File: src/rtl/hunter_mem_pkg.sv
// hunter_mem_pkg: shared memory-interface definitions.
//   MEM_OP_* : mem_op encodings, also used by the memory control logic.
//   ADDR_W   : byte address width.
//   DATA_W   : word width.
//   Also holds the arbiter's access-register struct, source and state enums,
//   and a helper that sizes the fetch starvation counter.
package hunter_mem_pkg;

  localparam int unsigned ADDR_W = 10;
  localparam int unsigned DATA_W = 32;

  localparam logic [1:0] MEM_OP_READ = 2'b00;
  localparam logic [1:0] MEM_OP_SB   = 2'b01;
  localparam logic [1:0] MEM_OP_SH   = 2'b10;
  localparam logic [1:0] MEM_OP_SW   = 2'b11;

  typedef enum logic {
    SrcFetch,
    SrcData
  } src_e;

  typedef enum logic {
    StIdle,
    StAccess
  } state_e;

  typedef struct packed {
    logic              valid;
    src_e              src;
    logic [1:0]        op;
    logic [ADDR_W-1:0] addr;
    logic [DATA_W-1:0] wdata;
  } access_t;

  function automatic logic is_store(input logic [1:0] op);
    return op != MEM_OP_READ;
  endfunction

  // The counter must be able to hold FETCH_STARVE_MAX, and is never narrower than 2 bits.
  function automatic int unsigned starve_cnt_width(input int unsigned max_cnt);
    return (max_cnt < 4) ? 2 : $clog2(max_cnt + 1);
  endfunction

endpackage

File: src/rtl/mem_arb_prio.sv
// mem_arb_prio: fetch/data priority with bounded fetch starvation.
//   clk, rst      : clock, synchronous active-low reset.
//   f_req, d_req  : fetch / data requests.
//   f_gnt, d_gnt  : combinational one-hot grants, forced low while rst is low.
// Data wins contention until a waiting fetch has lost FETCH_STARVE_MAX
// consecutive cycles; the fetch then takes the next cycle.
module mem_arb_prio
  import hunter_mem_pkg::*;
#(
  parameter int unsigned FETCH_STARVE_MAX = 3,
  localparam int unsigned CntW = starve_cnt_width(FETCH_STARVE_MAX)
) (
  input  logic clk,
  input  logic rst,
  input  logic f_req,
  input  logic d_req,
  output logic f_gnt,
  output logic d_gnt
);

  logic [CntW-1:0] starve_cnt_q, starve_cnt_d;
  logic            starve_hit;

  always_comb begin
    starve_hit = (starve_cnt_q == CntW'(FETCH_STARVE_MAX));
    f_gnt      = 1'b0;
    d_gnt      = 1'b0;
    if (rst) begin
      if (d_req && !(f_req && starve_hit)) begin
        d_gnt = 1'b1;
      end else if (f_req) begin
        f_gnt = 1'b1;
      end
    end

    starve_cnt_d = starve_cnt_q;
    if (!f_req || f_gnt) begin
      starve_cnt_d = '0;
    end else if (!starve_hit) begin
      starve_cnt_d = starve_cnt_q + CntW'(1);
    end
  end

  always_ff @(posedge clk) begin
    if (!rst) begin
      starve_cnt_q <= '0;
    end else begin
      starve_cnt_q <= starve_cnt_d;
    end
  end

endmodule

File: src/rtl/mem_arbiter.sv
// mem_arbiter: shares one combinational-read memory port between an
// instruction fetch port and a data load/store port.
//   clk, rst                         : clock, synchronous active-low reset.
//   f_req/f_addr -> f_gnt            : fetch request and grant.
//   f_rvalid/f_rdata                 : fetch response, two cycles after grant.
//   d_req/d_op/d_addr/d_wdata -> d_gnt : data request and grant.
//   d_rvalid/d_rdata                 : data response (stores return 0).
//   mem_op/mem_addr/mem_wdata        : memory command, valid during the access cycle.
//   mem_rdata                        : memory read data (combinational from mem_addr).
// Pipeline: grant (N) -> access register drives memory (N+1) -> response (N+2).
// A new grant may be taken every cycle.
module mem_arbiter
  import hunter_mem_pkg::*;
#(
  parameter int unsigned FETCH_STARVE_MAX = 3
) (
  input  logic              clk,
  input  logic              rst,
  input  logic              f_req,
  input  logic [ADDR_W-1:0] f_addr,
  output logic              f_gnt,
  output logic              f_rvalid,
  output logic [DATA_W-1:0] f_rdata,
  input  logic              d_req,
  input  logic [1:0]        d_op,
  input  logic [ADDR_W-1:0] d_addr,
  input  logic [DATA_W-1:0] d_wdata,
  output logic              d_gnt,
  output logic              d_rvalid,
  output logic [DATA_W-1:0] d_rdata,
  output logic [1:0]        mem_op,
  output logic [ADDR_W-1:0] mem_addr,
  output logic [DATA_W-1:0] mem_wdata,
  input  logic [DATA_W-1:0] mem_rdata
);

  access_t           acc_q, acc_d;
  state_e            state;
  logic              f_rvalid_q, f_rvalid_d;
  logic              d_rvalid_q, d_rvalid_d;
  logic [DATA_W-1:0] f_rdata_q, f_rdata_d;
  logic [DATA_W-1:0] d_rdata_q, d_rdata_d;

  mem_arb_prio #(
    .FETCH_STARVE_MAX(FETCH_STARVE_MAX)
  ) u_prio (
    .clk  (clk),
    .rst  (rst),
    .f_req(f_req),
    .d_req(d_req),
    .f_gnt(f_gnt),
    .d_gnt(d_gnt)
  );

  // The access register alone carries the state: ACCESS exactly while it holds a request.
  assign state = acc_q.valid ? StAccess : StIdle;

  // Next access: whatever was granted this cycle, otherwise nothing.
  always_comb begin
    acc_d = '0;
    if (f_gnt) begin
      acc_d.valid = 1'b1;
      acc_d.src   = SrcFetch;
      acc_d.op    = MEM_OP_READ;
      acc_d.addr  = f_addr;
    end else if (d_gnt) begin
      acc_d.valid = 1'b1;
      acc_d.src   = SrcData;
      acc_d.op    = d_op;
      acc_d.addr  = d_addr;
      acc_d.wdata = d_wdata;
    end
  end

  // Memory command. Gating with rst keeps a latched store off the bus in the
  // cycle reset is asserted, before the register itself is cleared.
  always_comb begin
    mem_op    = MEM_OP_READ;
    mem_addr  = '0;
    mem_wdata = '0;
    if (state == StAccess && rst) begin
      mem_op    = acc_q.op;
      mem_addr  = acc_q.addr;
      mem_wdata = acc_q.wdata;
    end
  end

  // Response capture at the edge that ends the access cycle.
  always_comb begin
    f_rvalid_d = 1'b0;
    d_rvalid_d = 1'b0;
    f_rdata_d  = f_rdata_q;
    d_rdata_d  = d_rdata_q;
    if (state == StAccess) begin
      unique case (acc_q.src)
        SrcFetch: begin
          f_rvalid_d = 1'b1;
          f_rdata_d  = mem_rdata;
        end
        SrcData: begin
          d_rvalid_d = 1'b1;
          d_rdata_d  = is_store(acc_q.op) ? '0 : mem_rdata;
        end
        default: ;
      endcase
    end
  end

  always_ff @(posedge clk) begin
    if (!rst) begin
      acc_q      <= '0;
      f_rvalid_q <= 1'b0;
      d_rvalid_q <= 1'b0;
      f_rdata_q  <= '0;
      d_rdata_q  <= '0;
    end else begin
      acc_q      <= acc_d;
      f_rvalid_q <= f_rvalid_d;
      d_rvalid_q <= d_rvalid_d;
      f_rdata_q  <= f_rdata_d;
      d_rdata_q  <= d_rdata_d;
    end
  end

  assign f_rvalid = f_rvalid_q;
  assign d_rvalid = d_rvalid_q;
  assign f_rdata  = f_rdata_q;
  assign d_rdata  = d_rdata_q;

endmodule

File: config.mk
export PLATFORM = sky130hd
export DESIGN_NAME = mem_arbiter
export DESIGN_NICKNAME = d
export VERILOG_FILES = /design/src/rtl/hunter_mem_pkg.sv /design/src/rtl/mem_arb_prio.sv /design/src/rtl/mem_arbiter.sv
export SDC_FILE = /design/constraint.sdc
export NUM_CORES = 1
export LEC_CHECK = 0
export ABC_AREA = 1
export CAP_MARGIN = 30
export CORE_MARGIN = 10
export CORE_UTILIZATION = 40
export DETAILED_ROUTE_END_ITERATION = 6
export PLACE_DENSITY = 0.87
export SLEW_MARGIN = 20
export SYNTH_ARGS = -nofsm -noshare
export SYNTH_HDL_FRONTEND = slang
export SYNTH_SLANG_ARGS = --single-unit
File: constraint.sdc
create_clock -name clk -period 3.42 [get_ports clk]
set_input_delay 0.513 -clock clk [delete_from_list [all_inputs] [get_ports clk]]
set_output_delay 0.513 -clock clk [all_outputs]
set_load 0.005 [all_outputs]
==> reports/qor.log <==
[run_status] outcome finished, final reports clean
[placement] routability congestion estimate 0.814
[setup_path] maximum fanout encountered on the critical timing path 11
[clock_network] clock latency on the worst-skew pair 490 ps
[layout] top library cells by usage in the layout, fill and taps aside sky130_fd_sc_hd__clkdlybuf4s50_1, sky130_fd_sc_hd__nor2_1, sky130_fd_sc_hd__dfxtp_1
[setup_path] Crit Path Category reg -> out
[yosys] multiplexer share of the synthesized area 0%
[global_routing] vias in the first global route 4192
[detailed_routing] total routed wirelength 13700 um
[timing] number of endpoints failing setup at the final stage 0
[die] area enclosed by the die boundary 14900 sq um
[yosys] sequential share of the synthesized area 54.6%
[clock_network] number of clock sinks seen by CTS 114
[global_routing] wire length of the first global-routing pass 20800 um
[timing] pins over their slew limit 0
[power_and_ir_drop] maximum VDD drop 0.297 mV
[timing] share of the cycle needed by the critical path after routing 78.7%
[setup_path] Worst EP arrival 2180 ps
[detailed_routing] Avg WL per Cell 15.3 um
[layout] ratio of cells with drive above 1 in the final layout 7.26%
[die] # rows 37
[setup_path] FF-to-FF Start acc_q[44]
[setup_path] data required time at the worst endpoint 2910 ps
[setup_path] Reg2Reg Depth 4
[timing] highest clock frequency the design can meet 0.371 GHz
[yosys] adder and majority cell fraction of the synthesized area 0.299%
[timing] final worst setup slack 727 ps
[setup_path] Worst setup SP type flip-flop
[power_and_ir_drop] power density over cell area 519 nW/um^2
[yosys] number of register bits inferred by synthesis 114
[setup_path] highest cell delay on the worst timing path 570 ps
[yosys] synthesized instance count 551
[yosys] parity-gate share of the synthesized area counting xor and xnor cells 0.209%
[timing] number of hold-slack violations in the final timing report 0
[setup_path] Critical path buffers and inverters 2
[die] Boundary Pins 202
[layout] most common library cell in the layout ignoring fill and taps sky130_fd_sc_hd__clkdlybuf4s50_1
[layout] number of fill cells in the layout 863
[global_routing] total congestion overflow 0
[die] die boundary height 122 um
[hold_path] Min-Delay Endpoint f_rvalid
[yosys] cell area after technology mapping 4180 sq um
[clock_network] clock root buffer sky130_fd_sc_hd__clkbuf_8
[setup_path] critical path depth 6
[hold_path] Hold Path Origin acc_q[44]
[global_routing] overall track demand over capacity in global routing 17.5%
[die] placeable core region 10300 sq um
[clock_network] number of instances resized during post-cts repair 0
[setup_path] cell mode on critical path sky130_fd_sc_hd__nand2_1
[clock_network] clk buf depth 2
[detailed_routing] length of the first detailed-routing pass in iterations 5
[yosys] post-synth top area cell sky130_fd_sc_hd__dfxtp_1
[detailed_routing] via/cell ratio 4.62
[detailed_routing] via count 4131
[yosys] Syn Area/Cell 7.59 sq um
[yosys] post-synth cell types 18
[placement] half-perimeter wire length after placement 10400 um
[detailed_routing] number of DRC markers in iteration 0 342
[detailed_routing] Post-DRT Antenna Nets 0
[clock_network] CTS tree yes
[detailed_routing] number of remaining DRC errors 0
[clock_network] H-tree level count 4
[setup_path] endpoint type of the worst setup path primary output
[timing] sum of negative setup slack 0 ps
[timing] Rel. slew slack 54.2%
[power_and_ir_drop] static leakage power 2.75 nW
[yosys] cells taking the most area after synthesis sky130_fd_sc_hd__dfxtp_1, sky130_fd_sc_hd__nor2_1, sky130_fd_sc_hd__inv_1, sky130_fd_sc_hd__nand2_1, sky130_fd_sc_hd__a21oi_1
[layout] Nets 836
[timing] minimum period implied by the final worst setup slack 2690 ps
[yosys] post-synthesis compound-gate area fraction 7.78%
[flow_run] max cap viols 0
[die] overall die width 122 um
[yosys] Mapped Nets 642
[layout] Area growth, synth to finish 62.3%
[yosys] number of synthesis warnings 0
[global_routing] number of antenna violations at the first check in global routing 0
[timing] unrepaired setup endpoints after global routing false
[clock_network] post-CTS setup-driven buffer insertion count 0
[hold_path] HP Class reg -> reg
[clock_network] CTS Hold Buffers Added 0
[setup_path] worst-path cell with the longest stage delay sky130_fd_sc_hd__clkdlybuf4s50_1
[layout] diodes inserted 0
[clock_network] clock buffers created by TritonCTS 17
[setup_path] setup slack, reg-to-reg 1540 ps
[hold_path] number of cells on the worst hold path 1
[setup_path] ordered cell list for the critical path ha_1, nand2_1, nand2_2, nand2_1, inv_1, clkdlybuf4s50_1
[layout] core occupancy in the finished layout 66.0%
[yosys] Synth top area share 54.6%
[yosys] largest family of logic cells by synthesized area simple AND/OR/NAND/NOR gates
[timing] Worst Max-Slew Pin Slew 685 ps
[clock_network] clock transition time at the flip-flop clock pins of the worst setup and hold paths 50 ps
[placement] minimum setup slack after placement 792 ps
[setup_path] kind of cell adding the most delay to the critical path buffers and inverters
[yosys] Synth Area in Simple Gates 24.7%
[timing] worst clock skew 8.65 ps
[placement] number of buffers inserted by port buffering 201
[global_routing] largest net degree at the start of global routing 46
[setup_path] capture point of the worst reg-to-reg path d_rdata[23]
[die] effective utilization at floorplan 40.7%
-- synthesized netlist by cell type --
| library cell | instances |
|---|---|
| sky130_fd_sc_hd__nor2_1 | 138 |
| sky130_fd_sc_hd__dfxtp_1 | 114 |
| sky130_fd_sc_hd__inv_1 | 82 |
| sky130_fd_sc_hd__nand2_1 | 68 |
| sky130_fd_sc_hd__a21oi_1 | 33 |
| sky130_fd_sc_hd__nand3_1 | 33 |
| sky130_fd_sc_hd__o21ai_0 | 32 |
| sky130_fd_sc_hd__buf_2 | 19 |
| sky130_fd_sc_hd__nor2_2 | 11 |
| sky130_fd_sc_hd__buf_6 | 6 |
| sky130_fd_sc_hd__buf_4 | 3 |
| sky130_fd_sc_hd__clkbuf_1 | 3 |
| sky130_fd_sc_hd__inv_2 | 3 |
| sky130_fd_sc_hd__nand2_2 | 2 |
| sky130_fd_sc_hd__ha_1 | 1 |
| sky130_fd_sc_hd__inv_4 | 1 |
| sky130_fd_sc_hd__nor2_4 | 1 |
| sky130_fd_sc_hd__xor2_1 | 1 |
-- report_power, final --
group	internal, mW	total (mW)	switching (mW)
Sequential	1.40	1.43	0.0326
Clock	1.07	1.70	0.634
Combinational	0.220	0.393	0.173
-- area by class of cell --
class	count	area (sq um)	share of cell area [%]
well taps	136	170	2.51
flip-flops and latches	114	2280	33.6
repair buffers	206	2050	30.2
clock inverters	14	155	2.29
multi-input cells	320	1380	20.3
clock buffers	18	428	6.30
inverters	86	325	4.79
-- logic make-up (layout without fill, tap and decap cells) --
logic type / count (synthesis) / after routing
AOI/OAI and AO/OA: 65 / 65
xor gates and xnor gates: 1 / 1
adders and majority gates: 1 / 1
buffers and inverters: 117 / 324
DFF: 114 / 114
and+or+nand+nor: 253 / 253
-- per-stage QoR --
step | hold slack (ps) | instance area, sq um | power [mW] | std cells
floorplan | 425 | 4180 | 1.61 | 551
global placement | 446 | 6200 | 1.84 | 862
detailed placement | 455 | 6200 | 1.85 | 862
CTS | 465 | 6790 | 3.56 | 894
global route | 481 | 6790 | 3.66 | 894
finish | 463 | 6790 | 3.52 | 894
-- worst max path at each step --
| stage | startpoint | to |
|---|---|---|
| final | u_prio.starve_cnt_q[0] | f_gnt |
| after global routing | u_prio.starve_cnt_q[0] | f_gnt |
| after CTS | u_prio.starve_cnt_q[0] | f_gnt |
| after detailed placement | rst | mem_wdata[25] |
| after global placement | rst | f_gnt |
| after floorplan | rst | mem_addr[0] |
-- state kept, by name, indices dropped and copies added, names as in the netlist --
name and cells:
d_rdata 32, acc_q 46, d_rvalid 1, f_rvalid 1
u_prio.starve_cnt_q 2, f_rdata 32
-- worst register-to-register path, stage by stage (launching register included) --
cell                      delay (ps)
sky130_fd_sc_hd__dfxtp_1         360
sky130_fd_sc_hd__nand2_2         410
sky130_fd_sc_hd__inv_2           640
sky130_fd_sc_hd__nand3_1         220
sky130_fd_sc_hd__a21oi_1         170
-- per-layer routing --
| layer | up-vias | GRT usage [%] | part of all wire (%) |
|---|---|---|---|
| met5 | - | 0 | 0 |
| li1 | 2049 | - | - |
| met2 | 206 | 30.1 | 50 |
| met1 | 1862 | 18.2 | 37 |
| met3 | 14 | 8.45 | 12 |
| met4 | 0 | 6.04 | 1.8 |
Power figures use the tool's default switching activity.
==> RTL edit 1, RTL diff (same flow settings) <==
The package constant `DATA_W` goes from 32 to 48.
--- a/src/rtl/hunter_mem_pkg.sv
+++ b/src/rtl/hunter_mem_pkg.sv
@@ -9,3 +9,3 @@
   localparam int unsigned ADDR_W = 10;
-  localparam int unsigned DATA_W = 32;
+  localparam int unsigned DATA_W = 48;
 
Ports: changed (5 resized); port bits go from 202 to 282. No check against the original RTL was run, so the function may have changed too.
==> RTL edit 1 against the unedited design <==
Register-to-register slack hardly changed; power is 24% higher; worst setup slack worse by 0.13 ns; area after synthesis is 39% higher; sequential power is 41% higher; sequential cell count is 48 higher; count of clock-buffer cells in the layout is 5 higher; routed wire length is 41% higher; cell area is 36% higher; sequential share of layout area is 1.5 points higher; utilization is 0.30 points lower; combinational power is 42% higher; non-clock buffer count is 82 higher; first-iteration DRC count is 2.9% higher.
==> RTL edit 1: results (changes against the unedited design) <==
Skew-Pair Late Insertion Delay: 0.41 ns (-0.08 ns)
Syn_nets: 899 (+40%)
Critical Path AT: 2.31 ns (+0.13 ns)
Global-route wire length before repair: 30200 um (+45%)
CP max FO: 49 (+38)
Via-per-instance ratio: 4.66 (+0.78%)
Worst Setup SP: rst
YS warnings: 0 (unchanged)
Post-cts resize count: 0 (unchanged)
CP Capture Type: output pin
Status: finished clean
Static Leak: 3.70 nW (+35%)
Post-synthesis sequential area ratio: 55.8% (+1.2 points)
Reg2reg path depth: 7 (+3)
Post-DP HPWL: 14100 um (+37%)
CP top delay family: buffers and inverters
Diode count: 0 (unchanged)
Max Clock Skew: 0.00998 ns (+0.00133 ns)
Initial DRC count: 352 (+2.9%)
Crit path largest cell delay: 0.60 ns (+0.03 ns)
Routability Congestion: 0.853 (+4.8%)
Vias in the first global route: 5687 (+36%)
Largest cells by area after synthesis: dfxtp_1, nor2_1, inv_1, nand2_1, a21oi_1
HP Class: reg -> reg
Max reg flops: 62 (+35%)
CP endpoint: mem_op[1]
Layout cell share with drive strength beyond 1: 4.20% (-3.1 points)
Initial antenna violation count: 0 (unchanged)
Clock Root Buffer: clkbuf_16
Drt wl/cell: 15.8 um (+2.8%)
GRT Total Usage: 18.9% (+1.4 points)
Slowest-stage cell, CP: clkdlybuf4s50_1
Post-layout net count: 1158 (+39%)
Asr flop ratio synth: 0% (unchanged)
Reg2reg end: acc_q[10]$_SDFF_PP0_
Headroom to the max-slew limit: 40.2% (-14 points)
Initial DRT Pass Iterations: 5 (unchanged)
Depth of the CTS H-tree: 4 (unchanged)
Setup Fix Bufs, Post-CTS: 0 (unchanged)
Count of different cell masters after synthesis: 17 (-1)
Reg with most FFs: acc_q
R2r setup slk: 1.54 ns (about the same)
Port Buf Inserts: 281 (+40%)
Worst-path clk slew: 0.06 ns
Clock Path Buffers: 2 (unchanged)
Worst slack, placed: 0.557 ns (-0.235 ns)
Largest net degree at the start of global routing: 52 (+13%)
Tightest Pin Transition: 0.895 ns (+0.210 ns)
Reg2reg start: u_prio.starve_cnt_q[0]$_SDFFE_PP0P_
Top cells by count, synth: nor2_1, dfxtp_1, inv_1
Peak supply drop: 0.294 mV (-1.1%)
RTL edit 1: cell families (layout without fill, tap and decap cells):
| group | after synthesis | after routing | synth area share, % |
|---|---|---|---|
| flops | 162 | 162 | 55.8 |
| xor+xnor | 1 | 1 | 0.151 |
| fa+ha+maj | 1 | 1 | 0.215 |
| buf+inv | 166 | 437 | 11.7 |
| simple gates | 349 | 349 | 23.7 |
| compound gates | 97 | 97 | 8.35 |
RTL edit 1: through the flow:
step	hold WS [ns]	instance area, um^2	power (mW)	std cells
after floorplan	0.436	5810	2.27	776
after global placement	0.446	8680	2.61	1196
after detailed placement	0.454	8680	2.62	1196
after CTS	0.464	9230	4.39	1227
after global routing	0.484	9230	4.53	1227
final	0.465	9230	4.36	1227
RTL edit 1: worst min path at each step:
stage | start | end | depth (start not counted)
final | d_rdata[34]$_SDFFE_PN0P_ | d_rdata[34]$_SDFFE_PN0P_ | 2
after global routing | d_rdata[20]$_SDFFE_PN0P_ | d_rdata[20]$_SDFFE_PN0P_ | 2
after CTS | d_rdata[45]$_SDFFE_PN0P_ | d_rdata[45]$_SDFFE_PN0P_ | 2
after detailed placement | d_rdata[45]$_SDFFE_PN0P_ | d_rdata[45]$_SDFFE_PN0P_ | 2
after global placement | acc_q[60]$_SDFF_PP0_ | f_rvalid$_SDFF_PN0_ | 1
after floorplan | acc_q[60]$_SDFF_PP0_ | f_rvalid$_SDFF_PN0_ | 1
RTL edit 1: metal layers:
metal  GRT usage [%]  share of wire, %
met1            22.3                40
met3            8.69                12
met4            6.41               1.6
met2            29.6                46
met5               0                 0
RTL edit 1: worst register-to-register path, stage by stage, from the launching register on:
cell and delay (ns):
dfxtp_1 0.34, ha_1 0.23, nand2_1 0.09, nand2_1 0.12, nor2_2 0.05, buf_4 0.17
inv_2 0.62, nor2_1 0.12
RTL edit 1: final cells by class:
class / instances / area (um^2)
clock buffers: 23 / 468
clock inverters: 8 / 80.1
fillers: 1124 / 4810
inverters: 118 / 443
multi-input cells: 448 / 1900
flip-flops and latches: 162 / 3240
well taps: 180 / 225
repair buffers: 288 / 2880
RTL edit 1: power breakdown:
part           leakage [nW]  switching, mW  internal, mW
registers              1.33         0.0414          1.98
logic                  2.11          0.247         0.310
clock network         0.260          0.736          1.04
total                  3.70           1.02          3.33
==> RTL edit 2, RTL diff (same settings) <==
Made on the original files. `f_rdata_q` and `d_rdata_q` no longer have a reset.
--- a/src/rtl/mem_arbiter.sv
+++ b/src/rtl/mem_arbiter.sv
@@ -113,4 +113,2 @@
       d_rvalid_q <= 1'b0;
-      f_rdata_q  <= '0;
-      d_rdata_q  <= '0;
     end else begin
@@ -119,5 +117,8 @@
       d_rvalid_q <= d_rvalid_d;
-      f_rdata_q  <= f_rdata_d;
-      d_rdata_q  <= d_rdata_d;
     end
+  end
+
+  always_ff @(posedge clk) begin
+    f_rdata_q <= f_rdata_d;
+    d_rdata_q <= d_rdata_d;
   end
Formal check against the unedited RTL: differs if rst is asserted again (counterexample within 4 cycles, from zero or initial values and one cycle with rst low); with rst held inactive, the same outputs for 4 cycles.
==> RTL edit 2 against the unedited design <==
Sequential cell count is the same; cell area grew 0.72%; routed wire length shrank 12%; worst hold slack lost 0.0058 ns; area after synthesis shrank 1.6%; utilization grew 2.9 points; worst setup slack lost 0.12 ns; power grew 0.82%; sequential share of layout area grew 9.1 points.
==> RTL edit 2: results (changes against the unedited design) <==
Status: finished clean
Placed cell area: 6260 um^2 (+0.95%)
Post-DP HPWL: 9190 um (-11%)
Reg2reg path depth: 5 (+1)
R2r setup slk: 1.95 ns (+0.41 ns)
Clock network area share: 8.38% (-0.21 points)
Fillers: 713 (-17%)
Signal buffers share of area: 30.0% (-0.22 points)
Initial DRC count: 247 (-28%)
Reg2reg start: u_prio.starve_cnt_q[0]$_SDFFE_PP0P_
Synth Flop Type: edfxtp_1
Top cells by count, synth: inv_1, nor2_1, edfxtp_1
Critical Path AT: 2.30 ns (+0.12 ns)
Largest cells by area after synthesis: edfxtp_1, dfxtp_1, inv_1, nor2_1, nand2_1
Multi-In Gates: 162 (-49%)
Count of different cell masters after synthesis: 14 (-4)
Non-filler instance count after layout: 764 (-15%)
Routability Congestion: 0.741 (-9.1%)
Post-layout net count: 709 (-15%)
Multi-input gate share of total cell area: 9.97% (-10 points)
Buffers, non-clock: 205 (-0.49%)
Via-per-instance ratio: 4.34 (-6.1%)
CP endpoint: mem_op[0]
Layout cell share with drive strength beyond 1: 6.02% (-1.2 points)
Worst slack, placed: 0.601 ns (-0.191 ns)
WHS: 0.457 ns (-0.00582 ns)
Crit path largest cell delay: 0.54 ns (-0.03 ns)
Post-synth EDFFs: 64 (+64)
Placed cell count: 732 (-15%)
Die W: 121 um (-0.67%)
Max Clock Skew: 0.00703 ns (-0.00162 ns)
Adder-Cell Fraction of Synth Area: 0.304% (+0.0048 points)
Headroom to the max-slew limit: 45.9% (-8.3 points)
Peak supply drop: 0.246 mV (-17%)
Post-synthesis mux area share: 0% (unchanged)
Global-route wire length before repair: 18000 um (-14%)
Worst Setup SP: rst
Post-synthesis sequential area ratio: 71.0% (+16 points)
Synth Area in XOR/XNOR: 0% (-0.21 points)
==> RTL edit 2: cell count changes after synthesis, moves of 23 or more <==
| cell | before | now |
|---|---|---|
| inv_1 | 82 | 117 |
| nand2_1 | 68 | 20 |
| nor2_1 | 138 | 115 |
| o21ai_0 | 32 | 0 |
| nand3_1 | 33 | 10 |
| edfxtp_1 | 0 | 64 |
| dfxtp_1 | 114 | 50 |
| a21oi_1 | 33 | 1 |
==> RTL edit 2: metal layers <==
layer,share of wire [%],up-vias,global-route usage (%)
li1,-,1635,-
met1,40,1469,17.4
met2,47,196,25.6
met4,1.6,0,6.33
met5,0,-,0
met3,12,14,7.77
==> RTL edit 2: power by group <==
group	switching [mW]	leakage [nW]	internal, mW
Sequential	0.0182	1.01	1.52
Combinational	0.137	1.57	0.193
Clock	0.586	0.277	1.10
==> RTL edit 2: worst max-delay path, delay by kind of cell <==
| family | cells | cell delay (ns) |
|---|---|---|
| AND/OR/NAND/NOR | 2 | 0.72 |
| buffers and inverters | 2 | 1.04 |
